## config.mk

```make
export PLATFORM = sky130hd
export DESIGN_NAME = gcd_job_queue
export DESIGN_NICKNAME = d
export VERILOG_FILES = /design/src/rtl/gcd_job_queue.sv
export SDC_FILE = /design/constraint.sdc
export NUM_CORES = 1
export LEC_CHECK = 0
export CAP_MARGIN = 0
export CORE_UTILIZATION = 57
export CTS_CLUSTER_DIAMETER = 40
export CTS_CLUSTER_SIZE = 40
export DETAILED_ROUTE_END_ITERATION = 8
export GPL_ROUTABILITY_DRIVEN = 0
export PLACE_DENSITY = 0.84
export SYNTH_ARGS = -nofsm -noshare
export SYNTH_HDL_FRONTEND = slang
export SYNTH_SLANG_ARGS = --single-unit
```

## constraint.sdc

```tcl
create_clock -name clk -period 5.9 [get_ports clk]
set_input_delay 0.885 -clock clk [delete_from_list [all_inputs] [get_ports clk]]
set_output_delay 0.885 -clock clk [all_outputs]
set_load 0.005 [all_outputs]
```

## src/rtl/gcd_job_queue.sv

```systemverilog
// gcd_job_queue: bus-mapped job/result FIFOs feeding an external GCD core
// Ports: clk, reset (async, active-high); bus saddress/srd/swr/sdata_in/sdata_out;
//        core_a/core_b/core_start to the core, core_busy/core_result from it; irq = results pending.
// Map: 0x108 OPA (W), 0x10C OPB push (W), 0x110 RES pop (R), 0x114 STAT (R) / sticky clear (W).
// Build option: define GCD_ZERO_CHECK_EN to reject jobs with a zero operand (STAT[11]).
module gcd_job_queue (
    input  logic        clk,
    input  logic        reset,
    input  logic [15:0] saddress,
    input  logic        srd,
    input  logic        swr,
    input  logic [31:0] sdata_in,
    output logic [31:0] sdata_out,
    output logic [31:0] core_a,
    output logic [31:0] core_b,
    output logic        core_start,
    input  logic        core_busy,
    input  logic [31:0] core_result,
    output logic        irq
);
    typedef enum logic [2:0] {IDLE, ISSUE, WAIT_BUSY, WAIT_DONE, STORE} state_t;
    state_t state, state_nx;
    logic srd_q, swr_q, ovf, unf, zr, zero;
    logic [31:0] opa, stat;
    logic [31:0] job_a [4];
    logic [31:0] job_b [4];
    logic [31:0] res [4];
    logic [1:0] jwp, jrp, rwp, rrp;
    logic [2:0] jcnt, rcnt;
    logic rd, wr, j_req, j_push, j_pop, r_push, r_rd, r_pop, stat_wr;
`ifdef GCD_ZERO_CHECK_EN
    assign zero = opa == 32'd0 || sdata_in == 32'd0;
`else
    assign zero = 1'b0;
`endif
    assign rd = srd & ~srd_q;
    assign wr = swr & ~swr_q;
    assign j_req = wr && saddress == 16'h010C && !zero;
    assign j_push = j_req && jcnt != 3'd4;
    assign j_pop = state == ISSUE;
    assign r_push = state == STORE;
    assign r_rd = rd && saddress == 16'h0110;
    assign r_pop = r_rd && rcnt != 3'd0;
    assign stat_wr = wr && saddress == 16'h0114;
    assign irq = rcnt != 3'd0;
    assign stat = {20'd0, zr, unf, ovf, state != IDLE, rcnt == 3'd0, jcnt == 3'd4, rcnt, jcnt};
    always_comb begin
        state_nx = state;
        core_start = 1'b0;
        case (state)
            IDLE:      state_nx = (jcnt != 3'd0 && rcnt != 3'd4) ? ISSUE : IDLE;
            ISSUE: begin
                core_start = 1'b1;
                state_nx = WAIT_BUSY;
            end
            WAIT_BUSY: state_nx = core_busy ? WAIT_DONE : WAIT_BUSY;
            WAIT_DONE: state_nx = core_busy ? WAIT_DONE : STORE;
            STORE:     state_nx = IDLE;
            default:   state_nx = IDLE;
        endcase
    end
    // FIFO storage is left unreset; only pointers and counts define occupancy.
    always_ff @(posedge clk) begin
        if (j_push) begin
            job_a[jwp] <= opa;
            job_b[jwp] <= sdata_in;
        end
        if (r_push) res[rwp] <= core_result;
    end
    always_ff @(posedge clk or posedge reset) begin
        if (reset) begin
            state <= IDLE;
            srd_q <= 1'b0;
            swr_q <= 1'b0;
            opa <= '0;
            jwp <= '0;
            jrp <= '0;
            rwp <= '0;
            rrp <= '0;
            jcnt <= '0;
            rcnt <= '0;
            ovf <= 1'b0;
            unf <= 1'b0;
            zr <= 1'b0;
            sdata_out <= '0;
            core_a <= '0;
            core_b <= '0;
        end else begin
            state <= state_nx;
            srd_q <= srd;
            swr_q <= swr;
            if (wr && saddress == 16'h0108) opa <= sdata_in;
            if (j_push) jwp <= jwp + 2'd1;
            if (j_pop) jrp <= jrp + 2'd1;
            if (r_push) rwp <= rwp + 2'd1;
            if (r_pop) rrp <= rrp + 2'd1;
            jcnt <= jcnt + {2'd0, j_push} - {2'd0, j_pop};
            rcnt <= rcnt + {2'd0, r_push} - {2'd0, r_pop};
            // Operands are latched on entry to ISSUE so they are valid during the start pulse.
            if (state == IDLE && state_nx == ISSUE) begin
                core_a <= job_a[jrp];
                core_b <= job_b[jrp];
            end
            // Setting a sticky bit wins over a simultaneous clear.
            ovf <= (ovf & ~(stat_wr & sdata_in[9])) | (j_req && jcnt == 3'd4);
            unf <= (unf & ~(stat_wr & sdata_in[10])) | (r_rd && rcnt == 3'd0);
            zr <= (zr & ~(stat_wr & sdata_in[11])) | (wr && saddress == 16'h010C && zero);
            if (r_rd) sdata_out <= rcnt != 3'd0 ? res[rrp] : 32'd0;
            else if (rd && saddress == 16'h0114) sdata_out <= stat;
        end
    end
endmodule
```

==> impl_metrics.json <==
{
  "ys.flop_type": "edfxtp_1",
  "rsz0062_at_grt": "no",
  "grt_pass1_vias": 10090,
  "wire_per_inst_um": 24.21,
  "hp-start": "sdata_out[7]",
  "totalWireLength_um": 39340,
  "dieArea_um2": 35970,
  "ys_ff_latch": 534,
  "drt_iter0_drc": 622,
  "fin_ws_ps": 2419,
  "cts_tree": "done",
  "clockBufferDepth": 3,
  "r2r_setup_slack_ps": 3050,
  "cts_setup_buffers": 0,
  "grt_pass1_wl_um": 59930,
  "worstHoldPathCells": 1,
  "max_stage_delay_ps": 720,
  "drt_first_pass_iters": 5,
  "syn_nets": 1009,
  "initial_core_util": 0.5797,
  "period_needed_ps": 3481,
  "hpwl_um": 21750,
  "whs_endpoint": "sdata_out[7]",
  "synth_area_um2": 20070,
  "path_class": "input pin to register",
  "leakage_nw": 8.969,
  "grt_use_total": 0.2263,
  "port_buffers": 182,
  "synthCells": 910,
  "diodes": 0,
  "final_cell_mix": "edfxtp_1 (384), clkdlybuf4s50_1 (182), dfrtp_1 (147), mux4_2 (96), mux2_2 (78)",
  "syn_to_final_growth_pct": 21.20,
  "fmax_mhz": 287.2,
  "tns_ps": 0,
  "worstPathRequired_ps": 6430,
  "cts-buffers-inserted": 56,
  "critPathMaxFanout": 18,
  "critPathBufInv": 3,
  "fin_nets": 1222,
  "yosys_warnings": 0,
  "powerDensity_nw_per_um2": 413.1,
  "worstHoldPathType": "register to register",
  "vias": 9492,
  "avgViaCountPerCell": 5.841,
  "root_buffer": "clkbuf_16",
  "row_count": 68,
  "worstRegToRegCells": 10,
  "cp-startpoint": "saddress[2]",
  "worst-path-stages": 11,
  "pre_cts_slack_ps": 1806,
  "final_common_cell": "edfxtp_1",
  "drv_slew": 0,
  "gr-total-overflow": 0,
  "crit_family": "simple AND/OR/NAND/NOR gates",
  "crit_chain": "clkdlybuf4s50_1 -> nor3_1 -> and2_1 -> and4_2 -> ha_1 -> inv_1 -> ha_1 -> inv_1 -> fa_1 -> xnor2_1 -> xnor2_1",
  "crit_arrival_ps": 4020,
  "hold_buffers": 0,
  "synthArstFlopShare": 0.2809,
  "timing.rr.start": "rcnt[1]",
  "end_kind": "register",
  "route.detailed.drc": 0,
  "synth_cell_types": 46,
  "status": "finished, final reports clean",
  "rr_endpoint": "rcnt[2]",
  "ant_nets": 0,
  "htree_levels": 2,
  "grt_max_degree": 74,
  "core_area_um2": 34630,
  "drive_above_1_share": 0.2863,
  "path_clk_slew_ps": 70,
  "tightest_slew_ps": 1063,
  "fin_crit_sh": 0.5901,
  "finClkSkew_ps": 31.96,
  "synth.yosys.seq_area_share": 0.7615,
  "insertion_delay_ps": 610,
  "fin_util": 0.7026,
  "die_h_um": 189.7,
  "cts_resized": 0,
  "drv_cap": 0,
  "crit_path_top_delay_cell": "clkdlybuf4s50_1",
  "ir_worst_vdd_mv": 0.3457,
  "syn-mean-instance-area_um2": 22.06,
  "start_kind": "input pin",
  "setup_violations": 0,
  "antenna_found_initial": 2,
  "cts_sinks": 534,
  "dieWidth_um": 189.7,
  "relSlewSlack": 0.2916,
  "ioPinCount": 183,
  "synth-edff-count": 384,
  "hold_violations": 0
}
==> state kept, by name, summed over array words and instances (netlist names) <==
name	flops
res	128
job_a	128
opa	32
core_a	32
core_b	32
rrp	2
jwp	2
state	3
sdata_out	32
srd_q	1
rwp	2
ovf	1
swr_q	1
rcnt	3
unf	1
job_b	128
jrp	2
zr	1
jcnt	3
==> final cells by class <==
class	count	area (um^2)
multi-input combinational	319	4513
timing repair buffer	195	1919
clock inverter	41	470.5
sequential	534	15290
inverter	17	68.82
clock buffer	64	1494
fill	1994	10300
tap	455	569.3
==> Yosys cell counts, types with 3 or more instances <==
cell type / n / area share
dfrtp_1: 150 / 0.19
mux2_4: 30 / 0.022
inv_1: 17 / 0.0032
buf_2: 16 / 0.0040
buf_8: 3 / 0.0022
and3_1: 4 / 0.0012
a22o_1: 31 / 0.014
buf_4: 6 / 0.0022
nor3_1: 4 / 0.0010
xor2_1: 5 / 0.0022
xnor2_1: 6 / 0.0026
clkbuf_1: 11 / 0.0021
ha_1: 12 / 0.0075
mux4_2: 96 / 0.11
edfxtp_1: 384 / 0.57
mux2_2: 78 / 0.044
nor2_1: 6 / 0.0011
and2_1: 6 / 0.0019
nand2_1: 7 / 0.0013
buf_1: 3 / 0.00056
nand4_1: 3 / 0.00094
==> logic make-up (layout without fill, tap and decap cells) <==
logic type | count (synthesis) | after routing | share of synthesized area
AO/OA/AOI/OAI | 40 | 40 | 0.01683
XOR/XNOR | 11 | 11 | 0.004799
adder cells (fa/ha/maj) | 14 | 14 | 0.009474
buffers and inverters | 57 | 317 | 0.01483
flip-flops | 534 | 534 | 0.7615
multiplexers | 204 | 204 | 0.1739
AND/OR/NAND/NOR | 50 | 50 | 0.01870
==> stage by stage <==
stage | hold WS, ps | std cells | instance area, um^2 | power, W
after floorplan | 472.4 | 910 | 20070 | 0.005656
after global placement | 473.4 | 1520 | 22360 | 0.006409
after detailed placement | 477.0 | 1520 | 22360 | 0.006486
after CTS | 497.4 | 1625 | 24330 | 0.01014
after global routing | 522.5 | 1625 | 24330 | 0.01041
final | 493.8 | 1625 | 24330 | 0.01005
==> worst reg2reg max path, stage by stage, from the launching register on <==
cell and delay, ps:
dfrtp_1 460, or3_1 490, and2_1 330, and4_2 250
ha_1 280, inv_1 50, ha_1 120, inv_1 50
fa_1 410, xnor2_1 190, xnor2_1 140
==> report_power, final <==
part	total, W	leakage [nW]	switching (W)	internal (W)
Combinational	0.00166	2.33	0.000556	0.00111
Clock	0.00365	0.951	0.00161	0.00204
Sequential	0.00473	5.68	0.000412	0.00432
Total	0.0100	8.97	0.00258	0.00747
==> routing by layer <==
metal	wire (um)	GRT usage	part of all wire
met5	27	0	0.00069
met4	701	0.07041	0.018
met3	3003	0.05350	0.076
met2	20150	0.3755	0.51
met1	15460	0.2998	0.39
==> worst max-delay path by stage <==
| stage | slack, ps | endpoint |
|---|---|---|
| 5_1_grt | 2260 | rcnt[2] |
| 3_3_place_gp | 1970 | rcnt[2] |
| 2_1_floorplan | 980 | core_a[0] |
| 3_5_place_dp | 1810 | rcnt[2] |
| 6_report | 2420 | rcnt[2] |
| 4_1_cts | 2440 | rcnt[2] |
Power figures use the tool's default switching activity.
==> edit, RTL diff (config.mk and constraints unchanged) <==
Reset style: synchronous (`reset`), changed in one clocked block. Comments in the files are not updated.
--- a/src/rtl/gcd_job_queue.sv
+++ b/src/rtl/gcd_job_queue.sv
@@ -69,3 +69,3 @@
     end
-    always_ff @(posedge clk or posedge reset) begin
+    always_ff @(posedge clk) begin
         if (reset) begin
Behaviour: differs if reset is asserted again (counterexample within 4 cycles, from zero or initial values and one cycle with reset high); with reset held inactive, the same outputs for 4 cycles.
==> edit against the unedited design <==
Critical path depth grew 1; fmax is 13% lower; sequential cell count increased by 2; first-iteration DRC count is 88% higher; power is 6.8% lower; count of clock-buffer cells in the layout is 1 lower; cell area down 1.6%; worst setup slack got worse by 540 ps; combinational power shrank 11%; wire length increased by 10%; non-clock buffer count grew 3; area after synthesis is 1.2% lower; utilization increased by 0.41 points; critical endpoint is now jcnt[2]$_SDFF_PP0_; highest routed layer unchanged.
==> edit: results <==
cells_and_area:
  drive_gt1_share_pct: 15.58
  final.fill_count: 2072
  fin_nets: 1505
synth:
  ys_types: 42
  syn_nets: 1334
  async_flop_share_pct: 0
  yosysWarningCount: 0
  yosys-top-cells-count: "edfxtp_1, dfxtp_1, a21oi_1"
  yosysSeqAreaShare_pct: 73.46
  netlist_top_cells_area: "edfxtp_1, dfxtp_1, mux4_2"
setup_path:
  reg2reg_slack_ps: 2710
  critical_path_arrival_ps: 4460
  crit_fanout: 7
clocking:
  cts_htree_levels: 2
  cts_buffers: 54
  post_cts_buffers: 0
  cts_root_buf: "clkbuf_16"
detailed_routing:
  via_per_inst: 6.055
  wire_per_inst_um: 22.83
  drtIter0Drc: 1169
run_status:
  outcome: "complete, no violations"
place:
  dp_hpwl_mm: 24.37
  port_buffers: 182
global_routing:
  track_usage_pct: 25.08
  grt_pass1_wl_mm: 67.54
  grt_start_max_net_pins: 106
  antenna_found_initial: 2
  grt_pass1_vias: 12004
timing:
  finClkSkew_ps: 24.93
  max-slew-margin-rel_pct: 18.39
power:
  p_leak_nw: 7.250
  ir_worst_vdd_mv: 0.4118
min_path:
  hold_class: "flop to flop"
edit: layout make-up:
class	count	area, µm²	share of cell area (%)
Timing Repair Buffer	198	1939	8.104
Clock buffer	63	1448	6.049
Multi-Input combinational cell	602	4902	20.48
Antenna cell	1	2.502	0.01046
Tap cell	448	560.5	2.342
Sequential cell	536	14580	60.93
Inverter	14	52.55	0.2196
Clock inverter	38	444.2	1.856
edit: per-layer routing:
metal | global-route usage, % | up-vias | wire length [µm]
met5 | 0 | - | 12
met4 | 9.088 | 2 | 971
met3 | 5.662 | 83 | 3895
met2 | 42.79 | 597 | 22420
met1 | 31.54 | 5739 | 16080
li1 | - | 5083 | -
edit: cell families after synthesis:
kind of cell,after synthesis,share of synthesized area (%)
DFF,536,73.46
and+or+nand+nor,275,6.584
AOI/OAI and AO/OA,209,5.613
buffers and inverters,97,2.119
muxes,97,10.95
adders and majority gates,14,0.9586
xor gates and xnor gates,7,0.3090
edit: critical path: stages:
cell and delay [ps]:
clkdlybuf4s50_1 390, or4_1 720, nor4_1 890, and2_1 230
inv_1 40, ha_1 260, inv_1 50, ha_1 200
fa_1 410, xnor2_1 180, xnor2_1 140, nor2_1 50
edit: worst paths after layout:
check | from | endpoint | depth (start not counted)
worst min-delay path | core_b[20]$_SDFFE_PP0P_ | core_b[20]$_SDFFE_PP0P_ | 2
worst max-delay path | saddress[13] | jcnt[2]$_SDFF_PP0_ | 12
worst min register to register | core_b[20]$_SDFFE_PP0P_ | core_b[20]$_SDFFE_PP0P_ | 2
worst max register to register | rcnt[2]$_SDFF_PP0_ | rcnt[2]$_SDFF_PP0_ | 11
edit: stage by stage:
step | setup slack [ps] | instances | area, µm² | hold slack, ps | util (%)
after floorplan | 1721 | 1235 | 19840 | 422.2 | -
after global placement | 1480 | 1798 | 22040 | 439.9 | 65.07
after detailed placement | 1307 | 1798 | 22040 | 446.3 | 65.07
after CTS | 1940 | 1899 | 23930 | 454.5 | 70.66
after global routing | 1718 | 1900 | 23930 | 477.6 | 70.66
final | 1878 | 1900 | 23930 | 451.6 | 70.66
edit: where the power goes:
| group | internal, mW | switching [mW] | leakage [nW] | total [mW] |
|---|---|---|---|---|
| logic | 0.675 | 0.798 | 1.93 | 1.47 |
| registers | 4.20 | 0.165 | 4.42 | 4.36 |
| clock network | 1.97 | 1.56 | 0.904 | 3.53 |
